$ cat src/rtl/uart_pkg.sv
// Shared definitions for the buffered UART transmitter: FSM encoding,
// byte width and the cycles-per-bit divider calculation.
package uart_pkg;

    localparam int DATA_W = 8;

    typedef enum logic [2:0] {
        ST_IDLE,
        ST_START,
        ST_DATA,
        ST_PARITY,
        ST_STOP
    } tx_state_t;

    // Cycles per bit, rounded to the nearest integer
    function automatic int calc_div(input int clk_freq, input int baud);
        return (clk_freq + baud / 2) / baud;
    endfunction

endpackage

$ cat src/rtl/uart_tx_fifo.sv
// Synchronous byte FIFO, depth 2^FIFO_DEPTH_LOG2, with an occupancy count.
// A push while full is dropped even if a pop happens on the same edge.
module uart_tx_fifo
    import uart_pkg::*;
#(
    parameter int FIFO_DEPTH_LOG2 = 2
) (
    input  logic                     clk,
    input  logic                     rst,
    input  logic                     push,
    input  logic [DATA_W-1:0]        push_data,
    input  logic                     pop,
    output logic [DATA_W-1:0]        pop_data,
    output logic [FIFO_DEPTH_LOG2:0] count,
    output logic                     full,
    output logic                     empty
);

    localparam int DEPTH = 1 << FIFO_DEPTH_LOG2;
    localparam int PW    = FIFO_DEPTH_LOG2;
    localparam int CW    = FIFO_DEPTH_LOG2 + 1;

    logic [DATA_W-1:0] r_mem [DEPTH];
    logic [PW-1:0]     r_wptr;
    logic [PW-1:0]     r_rptr;
    logic [CW-1:0]     r_count;
    logic              w_do_push;
    logic              w_do_pop;

    assign full      = (r_count == CW'(DEPTH));
    assign empty     = (r_count == '0);
    assign count     = r_count;
    assign pop_data  = r_mem[r_rptr];
    assign w_do_push = push && !full;
    assign w_do_pop  = pop && !empty;

    always_ff @(posedge clk) begin
        if (rst) begin
            r_wptr  <= '0;
            r_rptr  <= '0;
            r_count <= '0;
        end else begin
            if (w_do_push) r_wptr <= r_wptr + PW'(1);
            if (w_do_pop)  r_rptr <= r_rptr + PW'(1);
            case ({w_do_push, w_do_pop})
                2'b10:   r_count <= r_count + CW'(1);
                2'b01:   r_count <= r_count - CW'(1);
                default: r_count <= r_count;
            endcase
        end
    end

    always_ff @(posedge clk) begin
        if (w_do_push) r_mem[r_wptr] <= push_data;
    end

endmodule

$ cat src/rtl/uart_tx_buf.sv
// Buffered 8N1 UART transmitter: 4-entry byte queue feeding an LSB-first serialiser.
// Define UART_TX_PARITY_EN to insert an even-parity bit (8E1 / 8E2 framing).
module uart_tx_buf
    import uart_pkg::*;
#(
    parameter int clk_freq        = 50000000,
    parameter int baud            = 115200,
    parameter int STOP_BITS       = 1,
    parameter int FIFO_DEPTH_LOG2 = 2
) (
    input  logic              clk,
    input  logic              rst,
    input  logic              wr,
    input  logic [DATA_W-1:0] wr_data,
    output logic              tx,
    output logic              busy,
    output logic              full,
    output logic              overflow
);

    localparam int DIV      = calc_div(clk_freq, baud);
    localparam int STOP_LEN = STOP_BITS * DIV;
    localparam int BAUD_W   = $clog2(STOP_LEN + 1);
    localparam logic [BAUD_W-1:0] BIT_LAST  = BAUD_W'(DIV - 1);
    localparam logic [BAUD_W-1:0] STOP_LAST = BAUD_W'(STOP_LEN - 1);

    tx_state_t                r_state;
    tx_state_t                w_state_nxt;
    logic                     r_tx;
    logic                     w_tx_nxt;
    logic [BAUD_W-1:0]        r_baud;
    logic [BAUD_W-1:0]        w_baud_nxt;
    logic [2:0]               r_bit;
    logic [2:0]               w_bit_nxt;
    logic [DATA_W-1:0]        r_shift;
    logic                     r_ovf;
    logic                     w_pop;
    logic                     w_shift;
    logic                     w_bit_end;
    logic                     w_stop_end;
    logic [DATA_W-1:0]        w_pop_data;
    logic [FIFO_DEPTH_LOG2:0] w_count;
    logic                     w_full;
    logic                     w_empty;
`ifdef UART_TX_PARITY_EN
    logic                     r_parity;
`endif

    uart_tx_fifo #(
        .FIFO_DEPTH_LOG2(FIFO_DEPTH_LOG2)
    ) u_fifo (
        .clk       (clk),
        .rst       (rst),
        .push      (wr),
        .push_data (wr_data),
        .pop       (w_pop),
        .pop_data  (w_pop_data),
        .count     (w_count),
        .full      (w_full),
        .empty     (w_empty)
    );

    assign w_bit_end  = (r_baud == BIT_LAST);
    assign w_stop_end = (r_baud == STOP_LAST);

    always_comb begin
        w_state_nxt = r_state;
        w_tx_nxt    = r_tx;
        w_baud_nxt  = r_baud + BAUD_W'(1);
        w_bit_nxt   = r_bit;
        w_pop       = 1'b0;
        w_shift     = 1'b0;
        case (r_state)
            ST_IDLE: begin
                w_tx_nxt   = 1'b1;
                w_baud_nxt = '0;
                if (!w_empty) begin
                    w_pop       = 1'b1;
                    w_tx_nxt    = 1'b0;
                    w_state_nxt = ST_START;
                end
            end
            ST_START: begin
                if (w_bit_end) begin
                    w_baud_nxt  = '0;
                    w_tx_nxt    = r_shift[0];
                    w_bit_nxt   = 3'd0;
                    w_state_nxt = ST_DATA;
                end
            end
            ST_DATA: begin
                if (w_bit_end) begin
                    w_baud_nxt = '0;
                    if (r_bit == 3'd7) begin
`ifdef UART_TX_PARITY_EN
                        w_tx_nxt    = r_parity;
                        w_state_nxt = ST_PARITY;
`else
                        w_tx_nxt    = 1'b1;
                        w_state_nxt = ST_STOP;
`endif
                    end else begin
                        w_shift   = 1'b1;
                        w_bit_nxt = r_bit + 3'd1;
                        w_tx_nxt  = r_shift[1];
                    end
                end
            end
`ifdef UART_TX_PARITY_EN
            ST_PARITY: begin
                if (w_bit_end) begin
                    w_baud_nxt  = '0;
                    w_tx_nxt    = 1'b1;
                    w_state_nxt = ST_STOP;
                end
            end
`endif
            ST_STOP: begin
                if (w_stop_end) begin
                    w_baud_nxt = '0;
                    // Chain straight into the next start bit when a byte is waiting
                    if (!w_empty) begin
                        w_pop       = 1'b1;
                        w_tx_nxt    = 1'b0;
                        w_state_nxt = ST_START;
                    end else begin
                        w_state_nxt = ST_IDLE;
                    end
                end
            end
            default: begin
                w_tx_nxt    = 1'b1;
                w_baud_nxt  = '0;
                w_state_nxt = ST_IDLE;
            end
        endcase
    end

    always_ff @(posedge clk) begin
        if (rst) begin
            r_state <= ST_IDLE;
            r_tx    <= 1'b1;
            r_baud  <= '0;
            r_bit   <= 3'd0;
            r_ovf   <= 1'b0;
        end else begin
            r_state <= w_state_nxt;
            r_tx    <= w_tx_nxt;
            r_baud  <= w_baud_nxt;
            r_bit   <= w_bit_nxt;
            r_ovf   <= r_ovf | (wr & w_full);
        end
    end

    always_ff @(posedge clk) begin
        if (w_pop) begin
            r_shift <= w_pop_data;
        end else if (w_shift) begin
            r_shift <= {1'b0, r_shift[DATA_W-1:1]};
        end
    end

`ifdef UART_TX_PARITY_EN
    always_ff @(posedge clk) begin
        if (w_pop) r_parity <= ^w_pop_data;
    end
`endif

    assign tx       = r_tx;
    assign busy     = (r_state != ST_IDLE) || (w_count != '0);
    assign full     = w_full;
    assign overflow = r_ovf;

endmodule

$ cat config.mk
export PLATFORM = sky130hd
export DESIGN_NAME = uart_tx_buf
export DESIGN_NICKNAME = d
export VERILOG_FILES = /design/src/rtl/uart_pkg.sv /design/src/rtl/uart_tx_fifo.sv /design/src/rtl/uart_tx_buf.sv
export SDC_FILE = /design/constraint.sdc
export NUM_CORES = 1
export LEC_CHECK = 0
export ABC_AREA = 0
export CAP_MARGIN = 20
export CORE_ASPECT_RATIO = 1.1
export CORE_MARGIN = 5
export CORE_UTILIZATION = 40
export CTS_CLUSTER_DIAMETER = 50
export DETAILED_ROUTE_END_ITERATION = 6
export PLACE_DENSITY_LB_ADDON = 0.1
export RECOVER_POWER = 25
export SYNTH_ARGS = -nofsm -noshare
export SYNTH_HDL_FRONTEND = slang
export SYNTH_SLANG_ARGS = --single-unit
$ cat constraint.sdc
create_clock -name clk -period 4 [get_ports clk]
set_clock_uncertainty 0.2 [all_clocks]
set_input_delay 0.8 -clock clk [delete_from_list [all_inputs] [get_ports clk]]
set_output_delay 0.8 -clock clk [all_outputs]
set_load 0.05 [all_outputs]
==> flow_summary_export.csv, run 1 <==
group,metric,value,unit
synthesis,yosys.area.top_type_share,0.423,
die,fp.dieH,98.4,µm
timing,maxSlewHeadroom,0.538,
synthesis,synth_edf_count,40,
synthesis,ys_types,45,
timing,drv_slew,0,
pwr,finalPower,2.09,mW
worst_setup_path,r2r_slack,0.96,ns
pwr,power_leakage,1.11,nW
routing,drt-met1-wl,2.28,mm
final_layout,final_area,3260,µm²
final_layout,final_common_cell,"edfxtp_1",
timing,finalCriticalPeriod,3.04,ns
final_layout,drive_gt1_frac,0.163,
routing,drt_first_pass_iters,4,
routing,wl_met3,176,µm
cts,cts_resized,0,
timing,finalSetupViolations,0,
worst_hold_path,hold_depth,2,
timing,period_share,0.759,
timing,worst_pin_slew,0.690,ns
die,die_x,90.3,µm
synthesis,syn_nets,238,
synthesis,ys_ff_latch,66,
die,core-area,6970,µm²
timing,rsz0062_at_grt,"false",
worst_setup_path,startpoint_type,"flop",
worst_setup_path,worst-path-stages,10,
die,dieArea,8890,µm²
final_layout,area.growth.synth_to_final,14.9,%
worst_setup_path,worst_r2r_path_depth,10,
global_routing,grt_max_degree,18,
final_layout,diodes,0,
global_routing,grt_pass1_wl,7.96,mm
global_routing,gr-total-overflow,0,
die,fp-row-count,32,
cts,cts_made_buffers,9,
timing,tns,0,ns
cts,cts_hold_buffers,0,
worst_setup_path,path_buf_inv,2,
timing,fmax,329,MHz
place,post_dp_cell_area,3060,µm²
cts,cts_root_buf,"clkbuf_8",
synthesis,syn_area,2840,µm²
status,status,"finished, final reports clean",
worst_setup_path,slowest_delay,0.46,ns
cts,cts_setup_buffers,0,
synthesis,yosys-top-cells-area,"edfxtp_1, dfxtp_1, mux4_2, ha_1, nor2_1",
routing,routed_wl,4.82,mm
synthesis,synth-seq-area-share,0.606,
place,gp_congestion,0.702,
global_routing,grt_pass1_vias,1635,
worst_setup_path,r2r_start,"r_baud[3]",
routing,routed.top_layer,"met4",
pwr,p_per_area,641,nW/µm²
synthesis,syn_avg_cell_area,13.1,µm²
cts,htree_levels,3,
worst_setup_path,crit_path_end,"u_fifo.count[2]",
worst_setup_path,worstPathRequired,4.05,ns
worst_setup_path,reg2reg_to,"u_fifo.count[2]",
worst_setup_path,worstPathArrival,3.09,ns
routing,wl_met2,2.30,mm
cts,cts.sinks,66,
worst_setup_path,path_cells,"nor4b_2 > a21oi_1 > or2_2 > inv_1 > ha_1 > inv_1 > fa_1 > xor2_1 > or3_1 > a21oi_1",
worst_setup_path,path_delay_family,"simple AND/OR/NAND/NOR gates",
final_layout,layout_common_cells,"edfxtp_1, dfxtp_1, nor2_1",
routing,drcViolationCount,0,
synthesis,async_flop_share,0,
worst_setup_path,worst-setup-path-type,"flop to flop",
die,start_util,0.408,
cts,clk_latency,0.34,ns
worst_setup_path,worstSetupEndpointType,"flop",
final_layout,final_util,0.468,
cts,cts_tree,"done",
worst_setup_path,path_max_fanout,11,
routing,vias_per_cell,5.17,
routing,wire_per_inst,14.9,µm
routing,antenna_left,0,
cts,cts_buffer_depth,2,
place,post-dp-hpwl,3.27,mm
global_routing,antenna_found_initial,0,
worst_setup_path,startpoint,"r_baud[3]",
flow_run,maxCapViolCount,0,
global_routing,grtUsageTotal,0.115,
die,io-pin-count,15,
worst_hold_path,min-delay-path-class,"flop to flop",
place,portBuffers,14,
synthesis,yosysWarnings,0,
pwr,ir_drop,0.289,mV
synthesis,synthCells,217,
final_layout,nets,255,
final_layout,nFillCells,643,
timing,hold_viol,0,
synthesis,yosys.area.top_type,"edfxtp_1",
routing,vias,1674,
cts,path_clk_slew,0.08,ns
synthesis,synth_ff_type,"edfxtp_1",
routing,drt-initial-drc-count,69,
worst_setup_path,crit_path_top_delay_cell,"or2_2",
metrics by stage:
| stage | instances | worst slack (ns) | hold WS, ns |
|---|---|---|---|
| after floorplan | 217 | 0.564 | 0.230 |
| after global placement | 308 | 0.983 | 0.245 |
| after detailed placement | 308 | 0.954 | 0.254 |
| after CTS | 324 | 0.958 | 0.265 |
| after global routing | 324 | 0.735 | 0.278 |
| final | 324 | 0.963 | 0.258 |
per-layer routing:
layer	global-route usage	vias up
li1	-	835
met2	0.178	24
met5	0	-
met3	0.0408	5
met1	0.146	810
met4	0.0515	0
Yosys cell counts, drive strengths merged (2+ instances only):
cell type   n
edfxtp     40
nor2b       2
clkbuf      6
a21oi      13
xnor2       7
and2        4
inv        11
nand2b      3
o21ai       4
dfxtp      26
nand4       5
or3b        2
o31ai       2
mux4        8
nor2       22
nor3b       2
mux2        7
and3        3
or3         4
buf         3
xor2        4
ha          9
nand3       3
nand2       7
nor3        3
report_power, final:
group          internal [mW]  total, mW  switching [mW]
clock network          0.298      0.579           0.282
logic                  0.262      0.558           0.296
registers              0.875      0.955          0.0801
flip-flops by register name (all words and copies together) (netlist names), named ones only:
signal / count
r_state: 3
tx: 1
r_bit: 3
u_fifo.r_mem: 32
u_fifo.count: 3
r_baud: 9
u_fifo.r_wptr: 2
r_shift: 8
u_fifo.r_rptr: 2
overflow: 1
layout make-up:
| type | count | area, µm² | share of cell area |
|---|---|---|---|
| Inverter | 11 | 41.3 | 0.0127 |
| Clock buffer | 9 | 124 | 0.0380 |
| Sequential cell | 66 | 1720 | 0.528 |
| Timing Repair Buffer | 15 | 148 | 0.0452 |
| Multi-Input combinational cell | 131 | 1040 | 0.319 |
| Tap cell | 85 | 106 | 0.0326 |
| Clock inverter | 7 | 81.3 | 0.0249 |
logic make-up after synthesis:
group,count (synthesis),share of synthesized area
XOR/XNOR,11,0.0339
AO/OA/AOI/OAI,28,0.0634
adder cells (fa/ha/maj),10,0.0467
flip-flops,66,0.606
buffers and inverters,20,0.0273
multiplexers,16,0.0947
AND/OR/NAND/NOR,66,0.128
worst register-to-register path: cells and delay by family (launching register included):
kind,cells,cell delay (ns)
DFF,1,0.38
adders and majority gates,2,0.60
xor gates and xnor gates,1,0.15
buffers and inverters,2,0.17
AOI/OAI and AO/OA,2,0.34
and+or+nand+nor,3,1.13
worst min-delay path by stage:
stage              start   endpoint  slack [ns]
5_1_grt         r_bit[2]   r_bit[2]        0.28
2_1_floorplan  r_baud[0]  r_baud[0]        0.23
3_3_place_gp    r_bit[2]   r_bit[2]        0.24
3_5_place_dp    r_bit[2]   r_bit[2]        0.25
6_report        r_bit[2]   r_bit[2]        0.26
4_1_cts         r_bit[2]   r_bit[2]        0.26
(Power assumes the default switching activity.)
==> run 2, diff against run 1 <==
==> constraint.sdc (replaced) <==
create_clock -name clk -period 3.1 [get_ports clk]
set_clock_uncertainty 0.2 [all_clocks]
set_input_delay 0.62 -clock clk [delete_from_list [all_inputs] [get_ports clk]]
set_output_delay 0.62 -clock clk [all_outputs]
set_load 0.05 [all_outputs]
==> run 2 against run 1 <==
Critical path depth is the same. Clock power is 39% higher. Combinational power increased by 33%. Highest routed layer unchanged. Utilization rose by 1.0 points. Sequential power up 29%. Largest power group unchanged. Setup slack got worse by 0.74 ns. Wire length rose by 1.6%.
==> flow_summary_export.csv, run 2 (synthesis results as in run 1) <==
group,metric,value,unit
status,status,"finished, final reports clean",
place,dp.cells,314,
timing,finalSetupViolations,0,
final_layout,layout_common_cells,"edfxtp_1, dfxtp_1, nor2_1",
final_layout,final_area,3330,µm²
cts,cts_hold_buffers,0,
final_layout,final_common_cell,"edfxtp_1",
worst_setup_path,worst-setup-path-type,"flop to flop",
timing,finalCriticalPeriod,2.88,ns
worst_setup_path,worstPathRequired,3.17,ns
global_routing,use_met2,0.190,
global_routing,grtUsageTotal,0.119,
final_layout,nets,261,
final_layout,largest-register,"u_fifo.r_mem",
global_routing,gr-total-overflow,0,
die,fp-row-count,32,
final_layout,final_util,0.479,
timing,period_share,0.929,
die,start_util,0.408,
timing,fmax,347,MHz
cts,cts_setup_buffers,0,
timing,rsz0062_at_grt,"false",
global_routing,antenna_found_initial,0,
worst_setup_path,r2r_slack,0.22,ns
global_routing,grt_max_degree,14,
worst_hold_path,min-delay-path-class,"flop to flop",
die,die_x,90.3,µm
die,fp.dieH,98.4,µm
cts,cts_tree,"done",
routing,wire_per_inst,14.8,µm
worst_setup_path,worstSetupEndpointType,"flop",
pwr,power_leakage,1.15,nW
flow_run,maxCapViolCount,0,
global_routing,grt_pass1_vias,1706,
final_layout,diodes,0,
timing,maxSlewHeadroom,0.601,
cts,cts.sinks,66,
die,dieArea,8890,µm²
worst_setup_path,startpoint_type,"flop",
final_layout,nFillCells,637,
worst_setup_path,path_max_fanout,6,
routing,drt-initial-drc-count,70,
timing,hold_viol,0,
final_layout,drive_gt1_frac,0.188,
cts,cts_buffer_depth,2,
routing,vias,1733,
worst_setup_path,worstPathArrival,2.95,ns
cts,cts_made_buffers,9,
final_layout,instances_no_fill,330,
global_routing,grt_pass1_wl,8.29,mm
pwr,ir_drop,0.669,mV
routing,routed_wl,4.90,mm
pwr,p_per_area,833,nW/µm²
cts,path_clk_slew,0.07,ns
die,io-pin-count,15,
routing,drt_first_pass_iters,4,
final_layout,largest_reg_flops,32,
final_layout,top_regs,"u_fifo.r_mem: 32 flops, r_baud: 9 flops, r_shift: 8 flops",
place,gp_congestion,0.739,
global_routing,grt_use_met3,0.0293,
cts,cts_resized,0,
final_layout,area.growth.synth_to_final,17.4,%
routing,drcViolationCount,0,
global_routing,grt-busiest-layer,"met2",
timing,tns,0,ns
cts,clk_latency,0.33,ns
place,post-dp-hpwl,3.40,mm
place,portBuffers,14,
timing,worst_pin_slew,0.584,ns
routing,vias_per_cell,5.25,
die,core-area,6970,µm²
timing,drv_slew,0,
cts,cts_root_buf,"clkbuf_8",
cts,htree_levels,3,
place,post_dp_cell_area,3110,µm²
routing,antenna_left,0,
global_routing,grt_use_met1,0.147,
run 2: cell type report:
| cell class | count | area, µm² | share of cell area |
|---|---|---|---|
| sequential | 66 | 1720 | 0.516 |
| timing repair buffer | 21 | 193 | 0.0578 |
| inverter | 11 | 41.3 | 0.0124 |
| tap | 85 | 106 | 0.0319 |
| clock buffer | 9 | 124 | 0.0371 |
| multi-input combinational | 131 | 1050 | 0.314 |
| clock inverter | 7 | 103 | 0.0308 |
run 2: stage by stage:
stage	hold slack, ns	setup WS [ns]	power, mW
finish	0.264	0.221	2.78
global route	0.291	0.0122	2.95
CTS	0.271	0.217	2.82
detailed placement	0.261	0.234	2.01
global placement	0.249	0.274	2.00
floorplan	0.230	0.212	1.79
run 2: power by group:
| group | leakage [nW] | switching [mW] | internal [mW] |
|---|---|---|---|
| Clock | 0.110 | 0.344 | 0.459 |
| Sequential | 0.581 | 0.105 | 1.13 |
| Combinational | 0.457 | 0.389 | 0.352 |
| Total | 1.15 | 0.839 | 1.94 |
run 2: path summary, 6_finish.rpt:
check / startpoint / to / depth (start not counted)
max: r_baud[3] / u_fifo.count[2] / 10
min: r_bit[2] / r_bit[2] / 2
max reg2reg: r_baud[3] / u_fifo.count[2] / 10
min reg2reg: r_bit[2] / r_bit[2] / 2
run 2: layer usage:
| metal | up-vias | share of wire |
|---|---|---|
| li1 | 848 | - |
| met1 | 834 | 0.45 |
| met2 | 40 | 0.49 |
| met3 | 11 | 0.040 |
| met4 | 0 | 0.019 |
| met5 | - | 0 |
run 2: critical path: stages, from the launching register on:
cell and delay [ns]:
dfxtp_1 0.37, nor4b_2 0.39, a21oi_1 0.21, or2_2 0.34, inv_1 0.06, ha_1 0.17, inv_1 0.06, fa_1 0.42
xor2_1 0.15, or3_1 0.30, a21oi_1 0.13
==> run 3, diff against run 2 <==
--- a/config.mk
+++ b/config.mk
@@ -12,6 +12,7 @@
 export CORE_UTILIZATION = 40
 export CTS_CLUSTER_DIAMETER = 50
 export DETAILED_ROUTE_END_ITERATION = 6
+export DONT_BUFFER_PORTS = 1
 export PLACE_DENSITY_LB_ADDON = 0.1
 export RECOVER_POWER = 25
 export SYNTH_ARGS = -nofsm -noshare
==> constraint.sdc (replaced) <==
create_clock -name clk -period 2.58 [get_ports clk]
set_clock_uncertainty 0.2 [all_clocks]
set_input_delay 0.516 -clock clk [delete_from_list [all_inputs] [get_ports clk]]
set_output_delay 0.516 -clock clk [all_outputs]
set_load 0.05 [all_outputs]
==> run 3 against run 2 <==
Worst hold slack worse by 0.23 ns. Via count down 0.29%. Sequential power up 22%. Die area unchanged. Design area down 0.86%. Utilization down 0.41 points. Clock power up 12%. Critical path depth up 2. Sequential cell count unchanged. Combinational power up 23%. Non-clock buffer count down 4. Cell count down 1.2%. Largest cell class unchanged.
==> flow_summary_export.csv, run 3 (synthesis results as in run 1) <==
group,metric,value,unit
cts,cts_buffer_depth,2,
place,dpl_worst_slack,-0.0271,ns
global_routing,grt_max_degree,18,
global_routing,gr-total-overflow,0,
timing,period_share,0.998,
worst_hold_path,min-delay-path-class,"input port to flop",
die,core-area,6970,µm²
worst_setup_path,worstSetupEndpointType,"flop",
worst_hold_path,min_to,"u_fifo.count[0]",
final_layout,nets,257,
timing,finalCriticalPeriod,2.57,ns
timing,worst_pin_slew,0.570,ns
routing,antenna_left,0,
worst_setup_path,path_buf_inv,3,
cts,cts_tree,"done",
routing,routed_wl,5.06,mm
die,io-pin-count,15,
worst_hold_path,min-delay-start,"rst",
place,post-dp-hpwl,3.52,mm
final_layout,largest_reg_flops,32,
pwr,finalPower,3.32,mW
worst_setup_path,r2r_slack,0.006,ns
final_layout,drive_gt1_frac,0.278,
final_layout,top_regs,"u_fifo.r_mem: 32 flops, r_baud: 9 flops, r_shift: 8 flops",
cts,cts.sinks,66,
timing,finalSetupViolations,0,
die,fp-row-count,32,
place,gp_congestion,0.819,
final_layout,largest-register,"u_fifo.r_mem",
final_layout,final_common_cell,"edfxtp_1",
timing,fmax,388,MHz
timing,maxSlewHeadroom,0.619,
worst_setup_path,path_delay_family,"simple AND/OR/NAND/NOR gates",
final_layout,area.growth.synth_to_final,16.4,%
cts,cts_root_buf,"clkbuf_8",
cts,path_clk_slew,0.08,ns
worst_setup_path,path_max_fanout,5,
global_routing,grt_pass1_wl,8.53,mm
flow_run,maxCapViolCount,0,
die,start_util,0.408,
die,dieArea,8890,µm²
cts,cts_made_buffers,9,
routing,wire_per_inst,15.5,µm
global_routing,grtUsageTotal,0.123,
routing,drt_first_pass_iters,4,
timing,worst_slack,0.00580,ns
final_layout,diodes,0,
timing,hold_viol,0,
pwr,ir_drop,0.704,mV
worst_setup_path,crit_path_top_delay_cell,"dfxtp_2",
final_layout,layout_common_cells,"edfxtp_1, nor2_1, dfxtp_1",
cts,htree_levels,3,
timing,rsz0062_at_grt,"true",
cts,clk_latency,0.34,ns
worst_setup_path,reg2reg_to,"u_fifo.count[2]",
pwr,power_leakage,1.14,nW
die,fp.dieH,98.4,µm
worst_setup_path,r2r_start,"r_baud[1]",
global_routing,antenna_found_initial,0,
status,status,"finished, final reports clean",
routing,drt-initial-drc-count,85,
global_routing,grt_pass1_vias,1809,
worst_setup_path,worst-setup-path-type,"flop to flop",
worst_hold_path,hold_depth,1,
worst_setup_path,slowest_delay,0.33,ns
die,die_x,90.3,µm
pwr,p_per_area,1000,nW/µm²
routing,drcViolationCount,0,
worst_setup_path,worst_r2r_path_depth,12,
routing,vias_per_cell,5.30,
worst_setup_path,startpoint_type,"flop",
worst_setup_path,worstPathRequired,2.66,ns
routing,vias,1728,
worst_setup_path,path_cells,"inv_1 > ha_2 > and4_4 > a21oi_4 > or2_4 > inv_1 > ha_2 > inv_2 > fa_2 > xor2_1 > or3_1 > a21oi_2",
timing,drv_slew,0,
place,portBuffers,0,
worst_setup_path,worstPathArrival,2.66,ns
-- run 3: cell count changes in the layout (fill, tap and decap cells not counted), sizes merged --
cell / change
buf: +9
bufinv: -1
clkdlybuf4s50: -7
clkinv: -2
dlygate4sd3: -6
inv: +3
-- run 3: metrics by stage --
step | hold WS, ns | util | TNS (ns) | std cells | instance area [µm²]
6_report | 0.0317 | 0.474 | 0 | 326 | 3310
5_1_grt | 0.00175 | 0.474 | -0.104 | 326 | 3310
4_1_cts | 0.0161 | 0.473 | 0 | 325 | 3290
3_5_place_dp | 0.228 | 0.439 | -0.0271 | 306 | 3060
3_3_place_gp | 0.218 | 0.439 | 0 | 306 | 3060
2_1_floorplan | 0.209 | - | 0 | 217 | 2900
-- run 3: layout make-up --
class                   instances  area (µm²)
repair buffers                 17         130
fillers                       636        3660
clock buffers                   9         124
clock inverters                 7        83.8
flip-flops and latches         66        1730
inverters                      11        41.3
multi-input cells             131        1090
well taps                      85         106
-- run 3: worst reg2reg max path: cells and delay by family, from the launching register on --
kind / cells / cell delay [ns]
and+or+nand+nor: 3 / 0.79
AOI/OAI and AO/OA: 2 / 0.20
DFF: 1 / 0.33
adders and majority gates: 3 / 0.68
xor gates and xnor gates: 1 / 0.16
buffers and inverters: 3 / 0.16
-- run 3: worst max path at each step --
stage	start	endpoint	slack, ns	cells past startpoint
after floorplan	r_baud[6]	u_fifo.count[2]	0.008	11
after CTS	r_baud[1]	u_fifo.count[2]	0.003	12
final	r_baud[1]	u_fifo.count[2]	0.006	12
after global placement	r_baud[6]	u_fifo.count[2]	0.06	10
after global routing	r_baud[1]	u_fifo.count[2]	-0.10	12
after detailed placement	r_baud[6]	u_fifo.count[2]	-0.03	10
-- run 3: repair_timing --
| item | in CTS | in global routing |
|---|---|---|
| hold endpoints to repair | 0 | 1 |
| setup buffers | 3 | 0 |
| resized for setup | 2 | 1 |
| setup endpoints to repair | 1 | 2 |
| pin swaps | 2 | 0 |
| hold buffers | 0 | 1 |
-- run 3: metal layers --
metal | track usage | part of all wire | vias to the layer above
li1 | - | - | 839
met1 | 0.136 | 0.42 | 834
met2 | 0.207 | 0.51 | 44
met3 | 0.0501 | 0.053 | 11
met4 | 0.0550 | 0.019 | 0
met5 | 0 | 0 | -
-- run 3: power by group --
group	leakage, nW	internal (mW)	total, mW	switching (mW)
sequential	0.584	1.36	1.50	0.145
combinational	0.452	0.440	0.912	0.472
clock	0.103	0.464	0.902	0.437
total	1.14	2.26	3.32	1.05
